<file path="config.mk">
export PLATFORM = sky130hd
export DESIGN_NAME = sp_fifo_ptr_ctl_flat
export DESIGN_NICKNAME = d
export VERILOG_FILES = /design/src/rtl/sp_fifo_ptr_ctl_if.sv /design/src/rtl/sp_fifo_ptr_ctl.sv /design/src/flat_wrapper.sv
export SDC_FILE = /design/constraint.sdc
export NUM_CORES = 1
export LEC_CHECK = 0
export ABC_AREA = 1
export ABC_CLOCK_PERIOD_IN_PS = 3000
export CAP_MARGIN = 20
export CORE_AREA = 2 2 70 72
export CTS_CLUSTER_DIAMETER = 150
export DETAILED_ROUTE_END_ITERATION = 10
export DIE_AREA = 0 0 72 74
export DONT_BUFFER_PORTS = 1
export GPL_TIMING_DRIVEN = 1
export HOLD_SLACK_MARGIN = 0.03
export PLACE_DENSITY_LB_ADDON = 0.15
export SETUP_SLACK_MARGIN = 0.2
export SLEW_MARGIN = 30
export SYNTH_ARGS = -nofsm -noshare
export SYNTH_HDL_FRONTEND = slang
export SYNTH_SLANG_ARGS = --single-unit
</file>
<file path="constraint.sdc">
create_clock -name clk -period 3 [get_ports clk]
set_input_delay 0.45 -clock clk [delete_from_list [all_inputs] [get_ports clk]]
set_output_delay 0.45 -clock clk [all_outputs]
set_load 0.02 [all_outputs]
</file>
<file path="src/rtl/sp_fifo_ptr_ctl_if.sv">
// Bundle of producer, consumer and bank-controller signals around the FIFO
// pointer controller. The slave side is the controller; the master side is
// everything around it (producer, consumer and the two-bank RAM controller).
`ifndef WIDTH
`define WIDTH 4
`endif

interface sp_fifo_ptr_ctl_if #(
  parameter int WIDTH = `WIDTH
);
  // producer side
  logic              push;
  logic [31:0]       din;
  logic              full;
  // consumer side
  logic              pop;
  logic              empty;
  logic [WIDTH:0]    count;
  logic [31:0]       dout;
  logic              dout_valid;
  // bank controller side (strobes are active-high despite their names)
  logic              WE_N;
  logic              RE_N;
  logic [WIDTH-1:0]  W_ADR;
  logic [WIDTH-1:0]  R_ADR;
  logic [31:0]       DI;
  logic [31:0]       DO_0;
  logic [31:0]       DO_1;

  modport master (
    output push, din, pop, DO_0, DO_1,
    input  full, empty, count, dout, dout_valid,
    input  WE_N, RE_N, W_ADR, R_ADR, DI
  );

  modport slave (
    input  push, din, pop, DO_0, DO_1,
    output full, empty, count, dout, dout_valid,
    output WE_N, RE_N, W_ADR, R_ADR, DI
  );
endinterface

</file>
<file path="src/rtl/sp_fifo_ptr_ctl.sv">
// Pointer controller for a FIFO stored in a two-bank RAM (address LSB picks
// the bank). Writes and reads are issued combinationally in the request
// cycle; read data comes back from the banks one cycle later. Emptiness is
// judged against a one-cycle-delayed write pointer so a word is never read
// before a deferred same-bank write has landed in the RAM.
`ifndef WIDTH
`define WIDTH 4
`endif

module sp_fifo_ptr_ctl #(
  parameter int WIDTH = `WIDTH
) (
  input logic              clk,
  input logic              rst,
  sp_fifo_ptr_ctl_if.slave bus
);

  localparam int PW = WIDTH + 1;
  localparam logic [PW-1:0] DEPTH = {1'b1, {WIDTH{1'b0}}};

  // Pointers carry an extra wrap bit so full and empty stay distinguishable.
  logic [PW-1:0] wr_ptr;
  logic [PW-1:0] rd_ptr;
  logic [PW-1:0] wr_ptr_c;
  logic [PW-1:0] occ;
  logic          full_i;
  logic          empty_i;
  logic          push_ok;
  logic          pop_ok;
  logic          rd_bank;
  logic          rd_vld;

  // Flags, acceptance and the combinational bank-controller strobes.
  always_comb begin
    // NOTE: every signal written here is assigned unconditionally, so no
    // path through the block leaves a value held and no latch is inferred.
    occ     = wr_ptr - rd_ptr;
    full_i  = (occ == DEPTH);
    empty_i = (wr_ptr_c == rd_ptr);
    // Requests are ignored while reset is asserted; flags come from
    // pre-edge state, so a simultaneous pop never unblocks a push.
    push_ok = rst & bus.push & ~full_i;
    pop_ok  = rst & bus.pop  & ~empty_i;

    bus.full       = full_i;
    bus.empty      = empty_i;
    bus.count      = occ;
    bus.WE_N       = push_ok;
    bus.RE_N       = pop_ok;
    bus.W_ADR      = wr_ptr[WIDTH-1:0];
    bus.R_ADR      = rd_ptr[WIDTH-1:0];
    bus.DI         = bus.din;
    bus.dout_valid = rd_vld;
    bus.dout       = rd_bank ? bus.DO_1 : bus.DO_0;
  end

  // Pointer advance, delayed write-pointer copy and read-return tracking.
  always_ff @(posedge clk) begin
    // NOTE: reset is sampled on the clock edge here (synchronous), and all
    // state uses non-blocking assignment so every register sees pre-edge values.
    if (!rst) begin
      wr_ptr   <= '0;
      rd_ptr   <= '0;
      wr_ptr_c <= '0;
      rd_bank  <= 1'b0;
      rd_vld   <= 1'b0;
    end else begin
      if (push_ok) wr_ptr <= wr_ptr + PW'(1);
      if (pop_ok)  rd_ptr <= rd_ptr + PW'(1);
      wr_ptr_c <= wr_ptr;
      rd_vld   <= pop_ok;
      if (pop_ok) rd_bank <= rd_ptr[0];
    end
  end

endmodule
</file>
<file path="src/flat_wrapper.sv">
// flat-port wrapper written by rule: the top's interface ports become plain ports
module sp_fifo_ptr_ctl_flat 
#(
  parameter int WIDTH = `WIDTH
)
  (clk, rst, bus_push, bus_din, bus_pop, bus_DO_0, bus_DO_1, bus_full, bus_empty, bus_count, bus_dout, bus_dout_valid, bus_WE_N, bus_RE_N, bus_W_ADR, bus_R_ADR, bus_DI);
  sp_fifo_ptr_ctl_if #(.WIDTH(WIDTH)) bus_i ();
  input logic clk;
  input logic rst;
  input wire logic [$bits(bus_i.push)-1:0] bus_push;
  input wire logic [$bits(bus_i.din)-1:0] bus_din;
  input wire logic [$bits(bus_i.pop)-1:0] bus_pop;
  input wire logic [$bits(bus_i.DO_0)-1:0] bus_DO_0;
  input wire logic [$bits(bus_i.DO_1)-1:0] bus_DO_1;
  output wire logic [$bits(bus_i.full)-1:0] bus_full;
  output wire logic [$bits(bus_i.empty)-1:0] bus_empty;
  output wire logic [$bits(bus_i.count)-1:0] bus_count;
  output wire logic [$bits(bus_i.dout)-1:0] bus_dout;
  output wire logic [$bits(bus_i.dout_valid)-1:0] bus_dout_valid;
  output wire logic [$bits(bus_i.WE_N)-1:0] bus_WE_N;
  output wire logic [$bits(bus_i.RE_N)-1:0] bus_RE_N;
  output wire logic [$bits(bus_i.W_ADR)-1:0] bus_W_ADR;
  output wire logic [$bits(bus_i.R_ADR)-1:0] bus_R_ADR;
  output wire logic [$bits(bus_i.DI)-1:0] bus_DI;
  assign bus_i.push = bus_push;
  assign bus_i.din = bus_din;
  assign bus_i.pop = bus_pop;
  assign bus_i.DO_0 = bus_DO_0;
  assign bus_i.DO_1 = bus_DO_1;
  assign bus_full = bus_i.full;
  assign bus_empty = bus_i.empty;
  assign bus_count = bus_i.count;
  assign bus_dout = bus_i.dout;
  assign bus_dout_valid = bus_i.dout_valid;
  assign bus_WE_N = bus_i.WE_N;
  assign bus_RE_N = bus_i.RE_N;
  assign bus_W_ADR = bus_i.W_ADR;
  assign bus_R_ADR = bus_i.R_ADR;
  assign bus_DI = bus_i.DI;
  sp_fifo_ptr_ctl #(.WIDTH(WIDTH)) u_core (.clk(clk), .rst(rst), .bus(bus_i));
endmodule
</file>
# Word-level counts from Yosys, hierarchy flattened
# Index checks and enable logic that the tools add are counted.
# totals
register_bits	17
input_bits	100
output_inout_bits	82
word_cells	17
# classes
addsub	3
n_eq_ne	2
n_mux	1
n_bitwise	6
# ops
op	count
$mux 32	1
$add 5x1->5 const B	2
$eq 5x5->1	1
$eq 5x5->1 const B	1
$sub 5x5->5	1
$and 1x1->1	4
$not 1->1	2

# Longest topological paths before layout
# Gate-level depths: netlist of the first run.
# depth
ltp_word	4
mapped_depth	14
depth_no_buf	14

# Worst setup path after synthesis of the first run
# No wires, ideal clock.
# synth_path
path_type	reg2out
from	register u_core.wr_ptr[0]
to	output port bus_full
arrival_time_ns	1.949
required_time_ns	2.550
slack_ns	0.601
path_stages_with_launch	9
path_buffers	0
cell_sequence	dfxtp_1 > inv_1 > ha_1 > inv_1 > fa_1 > or2_2 > nor2_2 > nand3_4 > inv_1
# synth_via
elab_chain_len	2
# synth_rtl
element	line_no	source
start, declared	sp_fifo_ptr_ctl.sv:22	logic [PW-1:0] wr_ptr;
start signal, assigned	sp_fifo_ptr_ctl.sv:68	if (push_ok) wr_ptr <= wr_ptr + PW'(1);
$sub 5x5->5	sp_fifo_ptr_ctl.sv:37	occ = wr_ptr - rd_ptr;
named net bus_count[1]	flat_wrapper.sv:17	output wire logic [$bits(bus_i.count)-1:0] bus_count;
$eq 5x5->1	sp_fifo_ptr_ctl.sv:38	full_i = (occ == DEPTH);
end, declared	flat_wrapper.sv:15	output wire logic [$bits(bus_i.full)-1:0] bus_full;
# The timed path passes the listed nets, and every way through them passes these cells.

# Worst setup path after layout of the first run
# layout_path
from	register u_core.wr_ptr[1]
to	output port bus_full
# Same word-level chain as after synthesis.

==> results of run 1 <==
## sequential cells by signal (all words and copies together), names as in the netlist
| signal | flops |
|---|---|
| u_core.rd_ptr | 5 |
| u_core.wr_ptr_c | 5 |
| u_core.rd_bank | 1 |
| u_core.wr_ptr | 5 |
| u_core.bus.dout_valid | 1 |
## power by group through the flow
stage	Combinational, mW	Sequential, mW	Clock (mW)
global placement	0.174	0.247	0
floorplan	0.219	0.246	0
detailed placement	0.174	0.248	0
finish	0.172	0.242	0.171
CTS	0.175	0.242	0.181
global route	0.188	0.243	0.184
## logic make-up (layout without fill, tap and decap cells)
logic type      count (synthesis)  in the layout
compound gates                 11             11
xor+xnor                        9              9
fa+ha+maj                       7              7
buf+inv                        74             39
flops                          17             17
mux                            32             32
simple gates                   64             64
## worst paths after layout
kind | endpoint | depth (start not counted) | slack (ns)
min | u_core.wr_ptr_c[4]$_SDFF_PN0_ | 2 | 0.30
max | bus_full | 5 | 0.33
min reg2reg | u_core.rd_bank$_SDFFE_PN0P_ | 2 | 0.46
max reg2reg | u_core.wr_ptr[1]$_SDFFE_PN0P_ | 8 | 0.84
## per-stage QoR
step / worst slack (ns) / utilization (%) / hold slack [ns]
after CTS: 0.301 / 32.8 / 0.295
after global placement: 0.616 / 31.8 / 0.458
after detailed placement: 0.582 / 31.8 / 0.457
after global routing: 0.244 / 32.8 / 0.306
after floorplan: 0.601 / - / 0.461
final: 0.330 / 32.8 / 0.304
## layer usage
| layer | GRT usage (%) | vias up | share of wire, % |
|---|---|---|---|
| met4 | 2.94 | 0 | 0.69 |
| met3 | 5.15 | 2 | 9.7 |
| met1 | 16.4 | 522 | 40 |
| met5 | 0 | - | 0 |
| li1 | - | 567 | - |
| met2 | 21.4 | 75 | 50 |
## synth_stat cells
| library cell | instances |
|---|---|
| sky130_fd_sc_hd__fa_1 | 1 |
| sky130_fd_sc_hd__nand2_1 | 35 |
| sky130_fd_sc_hd__mux2_2 | 32 |
| sky130_fd_sc_hd__dfxtp_1 | 17 |
| sky130_fd_sc_hd__o21ai_0 | 1 |
| sky130_fd_sc_hd__nand2_2 | 1 |
| sky130_fd_sc_hd__nand3_4 | 1 |
| sky130_fd_sc_hd__nor2_2 | 1 |
| sky130_fd_sc_hd__or2_2 | 1 |
| sky130_fd_sc_hd__xor2_1 | 6 |
| sky130_fd_sc_hd__clkbuf_2 | 1 |
| sky130_fd_sc_hd__nand2_4 | 2 |
| sky130_fd_sc_hd__a21oi_2 | 1 |
| sky130_fd_sc_hd__clkbuf_1 | 1 |
| sky130_fd_sc_hd__buf_2 | 2 |
| sky130_fd_sc_hd__nand3_2 | 1 |
| sky130_fd_sc_hd__a21oi_1 | 9 |
| sky130_fd_sc_hd__ha_1 | 6 |
| sky130_fd_sc_hd__inv_1 | 26 |
| sky130_fd_sc_hd__xnor2_1 | 3 |
| sky130_fd_sc_hd__buf_4 | 42 |
| sky130_fd_sc_hd__nand3_1 | 15 |
| sky130_fd_sc_hd__nor2_1 | 7 |
| sky130_fd_sc_hd__inv_2 | 1 |
| sky130_fd_sc_hd__buf_6 | 1 |
## final cells by class
class	count	share of cell area, %
sequential	17	22.6
clock buffer	4	2.99
inverter	27	6.72
multi-input combinational	123	59.3
timing repair buffer	8	3.98
tap	54	4.48
## critical path: stages (launching register included)
cell and delay [ns]:
sky130_fd_sc_hd__dfxtp_1 0.55, sky130_fd_sc_hd__fa_1 0.59, sky130_fd_sc_hd__or2_2 0.34, sky130_fd_sc_hd__nor2_2 0.15
sky130_fd_sc_hd__nand3_4 0.14, sky130_fd_sc_hd__inv_1 0.19
==> results.txt, run 1 <==
The first-pass GRT wire length is 5.33 mm, and the number of input and output port buffers inserted is 0. The power per cell area works out to 388 nW/µm². For this configuration, the core starts out at a cell density of 36.6%. Summed over all nets, the half-perimeter wirelength after detailed placement is 3.31 mm. Averaged over all synthesized cells, the footprint is 7.86 µm². The tools report the launching instance or port of the critical path as u_core.wr_ptr[1]$_SDFFE_PN0P_. After clock tree synthesis, the setup repair step added 0 buffers. Between clock sinks in the finished design, the worst skew comes to 0.000829 ns.

The net switching power of the design is 0.204 mW, and the area share of and/or/nand/nor cells after synthesis is 17.9%. The fill cell total of the finished layout was 480; the actual slew at the worst max-slew pin was 0.396 ns. Of the total synthesized cell area, the portion taken by full adders, half adders and majority gates is 5.65%. The run gives 340 µm² as the storage element area. The source-to-sink clock delay at the later pin of the worst-skew pair is 0.25 ns, and the number of antenna violations at the first check in global routing is 0. In this run the critical register-to-register path is launched from u_core.wr_ptr[1]$_SDFFE_PN0P_.

The tools report the detailed router's first-iteration violation count as 32. The max-cap violation count is 0, and the number of cells after detailed placement is 229. For this run, the detailed router's first-pass iteration total came to 4. After synthesis, the netlist uses 25 different library cells.

The core region area is 4600 µm². The CTS clock-pin slew for the worst setup and hold paths was 0.06 ns. The floorplan step set the die height to 74 µm. The run gives 0 as the number of pins with negative max-slew slack in the final report. The die covers 5330 µm². The critical path data arrival time came out at 2.22 ns. After synthesis, the cell types taking the most area are sky130_fd_sc_hd__mux2_2 (21%), sky130_fd_sc_hd__dfxtp_1 (20%), sky130_fd_sc_hd__buf_4 (19%).

The smallest clock period supported by the final layout is computed as 2.67 ns. Once layout is done, the placed cells without fillers occupy 1510 µm². In the final layout, the share of cells above drive strength 1 is 29.1%.

Clock sink total: 17. After synthesis, flip-flops and latches occupy 20.2% of the total area. TritonCTS built the clock tree. The number of failing hold endpoints at the final stage is 0. Once the clock tree was built, the resizer swapped 0 gates to a different size. The xor and xnor area share after synthesis works out to 4.69%.

For the normalized max-slew margin, the log shows 73.6%. In the synthesized netlist, mux cells make up 21.4% of the area. 182 I/O pins were placed. Setup repair after global routing left no endpoint under its margin. The count of placed standard cells in the final layout, fillers left out came out at 233. The layout overhead on the synthesized area was -10.3%; the number of failing setup endpoints in the final timing report was 0.

sky130_fd_sc_hd__mux2_2 takes more of the synthesized area than any other cell. The CTS buffer count is 3, and the pin count of the biggest net entering global routing is 33. The run finished with clean final reports. The logs give 25 for the number of placement rows and 0.585 mW for the total power of the final layout. Using the TritonRoute via totals, the vias-per-cell ratio works out to 5.00. In the layout the commonest cells are sky130_fd_sc_hd__nand2_1 (35), sky130_fd_sc_hd__mux2_2 (32), sky130_fd_sc_hd__inv_1 (26).

Synthesis produced a netlist with a net count of 321. The floorplan step set the die width to 72 µm. In the final timing run, aggregate negative setup slack is 0 ns. Dividing the detail-routed wire length by the instance count gives 16.7 µm. Across the VDD grid, the largest voltage drop is 271 µV. In this run the static leakage power is 0.728 nW. After detailed placement, the total cell area comes to 1460 µm².

The share of total power in sequential cells is 41.4%, and the share of the synthesized area in compound gates (AO/OA/AOI/OAI) is 3.50%. The post-layout net count came out at 287. The combined area of all synthesized cells is 1680 µm². After detailed routing, the total wire length is 3.89 mm. In this run the deepest clock path goes through 2 buffers. The post-synthesis register bit count was 17.

The logs give 0 for the number of antenna-violating nets in the routed design and 2.55 ns for the required time at the worst-slack endpoint. In this run switching power makes up 34.9% of total power. The relative contribution of combinational cells to total power was 29.3%. The worst setup path is captured at an output port. The tools report the level count of the clock H-tree as 1.

The root buffer cell chosen for the clock tree is sky130_fd_sc_hd__clkbuf_8. For the cell-internal power, the log shows 0.381 mW. For the number of global-route vias before repair, the log shows 1092. In the routed design, unresolved DRC markers number 0. Routability-driven placement finished with a final weighted congestion of 0.734.

The commonest non-fill, non-tap cell in the layout is sky130_fd_sc_hd__nand2_1. Global routing used 13.1% of the available tracks. Summed over its instances, the top area cell type makes up 21.4% of the synthesized netlist area. The min-delay analysis places its worst path in the category in -> reg.

In the final layout, the multi-input gates occupy 895 µm². The run gives 0 as the antenna cell count. Yosys printed 0 warnings. STA classifies the critical path startpoint as a flip-flop. The number of hold buffers added after CTS was 0.

After global routing the overflow that remains totals 0. The power share of the clock group was 29.3%. The count of mapped cells out of synthesis is 214, and the total vias in the final route is 1166. In the finished design, the share of the clock period the worst path needs comes to 89.0%. After synthesis, the largest family of logic cells by area is buffers and inverters. In this run the most critical hold path is launched from rst. The maximum fanout along the worst path was 8. By startpoint and endpoint, the worst setup path is classified as reg -> out. For this run, the top clock speed supported by timing is 374 MHz.
(Power assumes the default switching activity.)
==> run 2, diff against run 1 <==
- ABC_AREA: 1 -> unset
- CORE_AREA: 2 2 70 72 -> 2 2 71 73
- DIE_AREA: 0 0 72 74 -> 0 0 73 75
==> results.txt, run 2 <==
Total wire length: 4.59 mm (+18%). The number of global-route vias before repair came out at 1058 (-3.1%). CTS clock-pin slew for the worst setup and hold paths: 0.07 ns (about the same). Pin count of the biggest net entering global routing: 24 (-27%). Number of failing setup endpoints in the final timing report: 0 (unchanged). For the number of antenna violations at the first check in global routing, the log shows 0 (unchanged). The average cell area after synthesis is 9.36 µm² (+19%), and the total leakage power is 0.649 nW (-11%). The most used flip-flop cell after synthesis is sky130_fd_sc_hd__dfxtp_1. The clock sink total is 17 (unchanged). Relative to the synthesized area, the layout overhead comes to -7.53%. The tools report the total nets after synthesis as 281 (-12%). The class of the tightest hold or removal check was in -> reg.

The post-synthesis register bit count was 17 (unchanged); the number of input and output port buffers inserted was 0 (unchanged). Setup repair after global routing left no endpoint under its margin. The worst setup path is captured at an output port. For the final sum of negative setup slack, the log shows 0 ns (unchanged). The run finished with clean final reports.

The tools report the post-layout net count as 249 (-13%). Yosys instantiated no cell more often than sky130_fd_sc_hd__buf_4. The count of different cell masters after synthesis was 31 (+24%). The async set or reset register ratio after synthesis works out to 0% (unchanged). The first-pass GRT wire length is 6.29 mm (+18%). The run gives 2.21 ns (about the same) as the critical path data arrival time. For the setup clock skew after layout, the log shows 0.00195 ns (+0.00112 ns).

Cell type with the largest total area after synthesis: sky130_fd_sc_hd__dfxtp_1. The largest registers in the layout are u_core.rd_ptr: 5 flops, u_core.wr_ptr: 5 flops, u_core.wr_ptr_c: 5 flops. The tools report the total vias in the final route as 1072 (-8.1%). The tools report the combined global-route utilization of all metal layers as 15.8% (+2.8 points).

The power per cell area works out to 397 nW/µm² (+2.3%). The run gives 4660 µm² (+1.4%) as the core region area. The vias per cell was 5.50 (+9.9%); the boundary pin count was 182 (unchanged).

The portion of the clock cycle consumed by the worst path in the final layout was 88.6% (-0.42 points). The number of pins with negative max-slew slack in the final report is 0 (unchanged). The tree is rooted in a sky130_fd_sc_hd__clkbuf_8. The run gives 20.9% (+0.67 points) as the sequential cell area fraction in the yosys report.

The critical path is of the reg -> out type. The count of mapped cells out of synthesis came out at 174 (-19%). Number of antenna-violating nets in the routed design: 0 (unchanged). The top-area cell type share of the netlist area is 20.9% (-0.52 points), and the max-cap violation count is 0 (unchanged). The width of the die was 73 µm (+1.4%); the number of placement rows was 25 (unchanged). The run gives 0 (unchanged) as the number of remaining DRC errors.

The actual slew at the worst max-slew pin is 0.712 ns (+0.316 ns), and the first-pass iteration count of the detailed router is 4 (unchanged). By area the synthesized netlist is led by sky130_fd_sc_hd__dfxtp_1 (21%), sky130_fd_sc_hd__mux2_2 (21%), sky130_fd_sc_hd__buf_4 (18%). The clock period minus final worst setup slack works out to 2.66 ns (-0.0127 ns).

The tools report the number of synthesis warnings as 0 (unchanged). The tools report the CTS buffer count as 3 (unchanged). The commonest non-fill, non-tap cell in the layout is sky130_fd_sc_hd__mux2_2. The maximum fanout along the worst path was 5 (-3). For the final weighted congestion of routability-driven global placement, the log shows 0.884 (+20%).

The worst setup path is launched from a flip-flop. The pre-CTS setup slack came out at 0.507 ns (-0.0752 ns). The tools report the detailed router's first-iteration violation count as 62 (+94%).

The commonest cells after synthesis are sky130_fd_sc_hd__buf_4 (40), sky130_fd_sc_hd__mux2_2 (30), sky130_fd_sc_hd__dfxtp_1 (17), sky130_fd_sc_hd__nand2_1 (10), sky130_fd_sc_hd__inv_1 (8). The fraction of final layout cells with drive strength greater than 1 is 37.6% (+8.5 points), and the total die area is 5480 µm² (+2.8%). In the layout the commonest cells are sky130_fd_sc_hd__mux2_2 (30), sky130_fd_sc_hd__dfxtp_1 (17), sky130_fd_sc_hd__nand2_1 (10), sky130_fd_sc_hd__buf_4 (10), sky130_fd_sc_hd__inv_1 (8).

TritonCTS built the clock tree. The source-to-sink clock delay at the later pin of the worst-skew pair came out at 0.25 ns (about the same). The worst path setup slack after routing was 0.342 ns (+0.0127 ns). The combined area of all synthesized cells was 1630 µm² (-3.2%); the total grt overflow was 0 (unchanged). The antenna cell count is 0 (unchanged). The run gives 478 (-0.42%) as the fill cell total of the finished layout. The total half-perimeter wirelength after legalization and detailed placement was 3.97 mm (+20%). The run gives 2.55 ns (about the same) as the required time at the worst-slack endpoint.

The logs give 2 (unchanged) for the deepest clock path buffer count and 52.2% (-21 points) for the normalized max-slew margin. The number of flops mapped to enable cells by yosys is 0 (unchanged). The logs give 376 MHz (+0.48%) for the maximum clock frequency and 34.9% (-1.6 points) for the starting density of the core. Height of the chip: 75 µm (+1.4%). For the level count of the clock H-tree, the log shows 1 (unchanged). Worst voltage drop across the vdd grid: 130 µV (-52%). The number of failing hold endpoints at the final stage is 0 (unchanged). The average wire per standard cell was 23.6 µm (+41%); the number of hold buffers added after cts was 0 (unchanged).
## run 2: cell types whose count changed in the layout (fill, tap and decap cells not counted), moves of 6 or more
cell and delta:
sky130_fd_sc_hd__inv_1 -18, sky130_fd_sc_hd__nor2_1 -6, sky130_fd_sc_hd__nand2_1 -25, sky130_fd_sc_hd__and2_1 +6, sky130_fd_sc_hd__nand3_1 -14
## run 2: repair_timing
| action | 4_1_cts | 5_1_grt |
|---|---|---|
| buffers inserted | 0 | 1 |
| setup endpoints to repair | 0 | 2 |
| resized for setup | 0 | 4 |
## run 2: cell families after synthesis
logic type,synth area share [%]
compound gates,4.77
xor+xnor,5.84
fa+ha+maj,5.84
buf+inv,22.0
flops,20.9
mux,28.2
simple gates,12.5
## run 2: power breakdown
part / internal, mW / leakage, nW / switching [mW]
Clock: 0.0942 / 0.0228 / 0.0761
Combinational: 0.0676 / 0.488 / 0.120
Sequential: 0.233 / 0.138 / 0.00648
Total: 0.395 / 0.649 / 0.202
## run 2: per-layer routing
| layer | routed length [µm] | global-route usage [%] | vias up |
|---|---|---|---|
| met5 | 0 | 0 | - |
| met4 | 91 | 6.17 | 0 |
| met3 | 374 | 3.48 | 16 |
| met2 | 2120 | 24.8 | 94 |
| met1 | 2010 | 21.3 | 480 |
| li1 | - | - | 482 |
## run 2: metrics by stage
stage / hold slack (ns) / power, mW / instances / util, % / area (µm²)
after CTS: 0.318 / 0.592 / 194 / 31.8 / 1480
after detailed placement: 0.525 / 0.423 / 190 / 30.8 / 1440
final: 0.321 / 0.597 / 195 / 32.3 / 1510
after global routing: 0.322 / 0.627 / 195 / 32.3 / 1510
after floorplan: 0.483 / 0.458 / 174 / - / 1630
after global placement: 0.512 / 0.422 / 190 / 30.8 / 1440
## run 2: path summary, 6_finish.rpt
path                                 start                             to  slack, ns  cells after the start
max          u_core.wr_ptr[0]$_SDFFE_PN0P_                       bus_WE_N       0.34                      9
min                                    rst  u_core.rd_ptr[0]$_SDFFE_PN0P_       0.32                      1
max reg2reg  u_core.wr_ptr[0]$_SDFFE_PN0P_  u_core.wr_ptr[4]$_SDFFE_PN0P_       0.77                      9
min reg2reg  u_core.rd_ptr[4]$_SDFFE_PN0P_  u_core.rd_ptr[4]$_SDFFE_PN0P_       0.53                      1
## run 2: layout make-up
type	count	area, µm²	area share [%]
inverters	8	30.0	2.00
multi-input cells	102	947	62.9
clock buffers	4	45.0	2.99
repair buffers	10	75.1	4.99
well taps	54	67.6	4.49
flip-flops and latches	17	340	22.6
## run 2: critical path: stages (launching register included)
cell	delay (ns)
sky130_fd_sc_hd__dfxtp_1	0.31
sky130_fd_sc_hd__inv_1	0.05
sky130_fd_sc_hd__ha_1	0.16
sky130_fd_sc_hd__inv_1	0.06
sky130_fd_sc_hd__fa_1	0.41
sky130_fd_sc_hd__and3_4	0.19
sky130_fd_sc_hd__o21ai_2	0.12
sky130_fd_sc_hd__nor4b_4	0.33
sky130_fd_sc_hd__a21boi_2	0.14
sky130_fd_sc_hd__and2_4	0.21
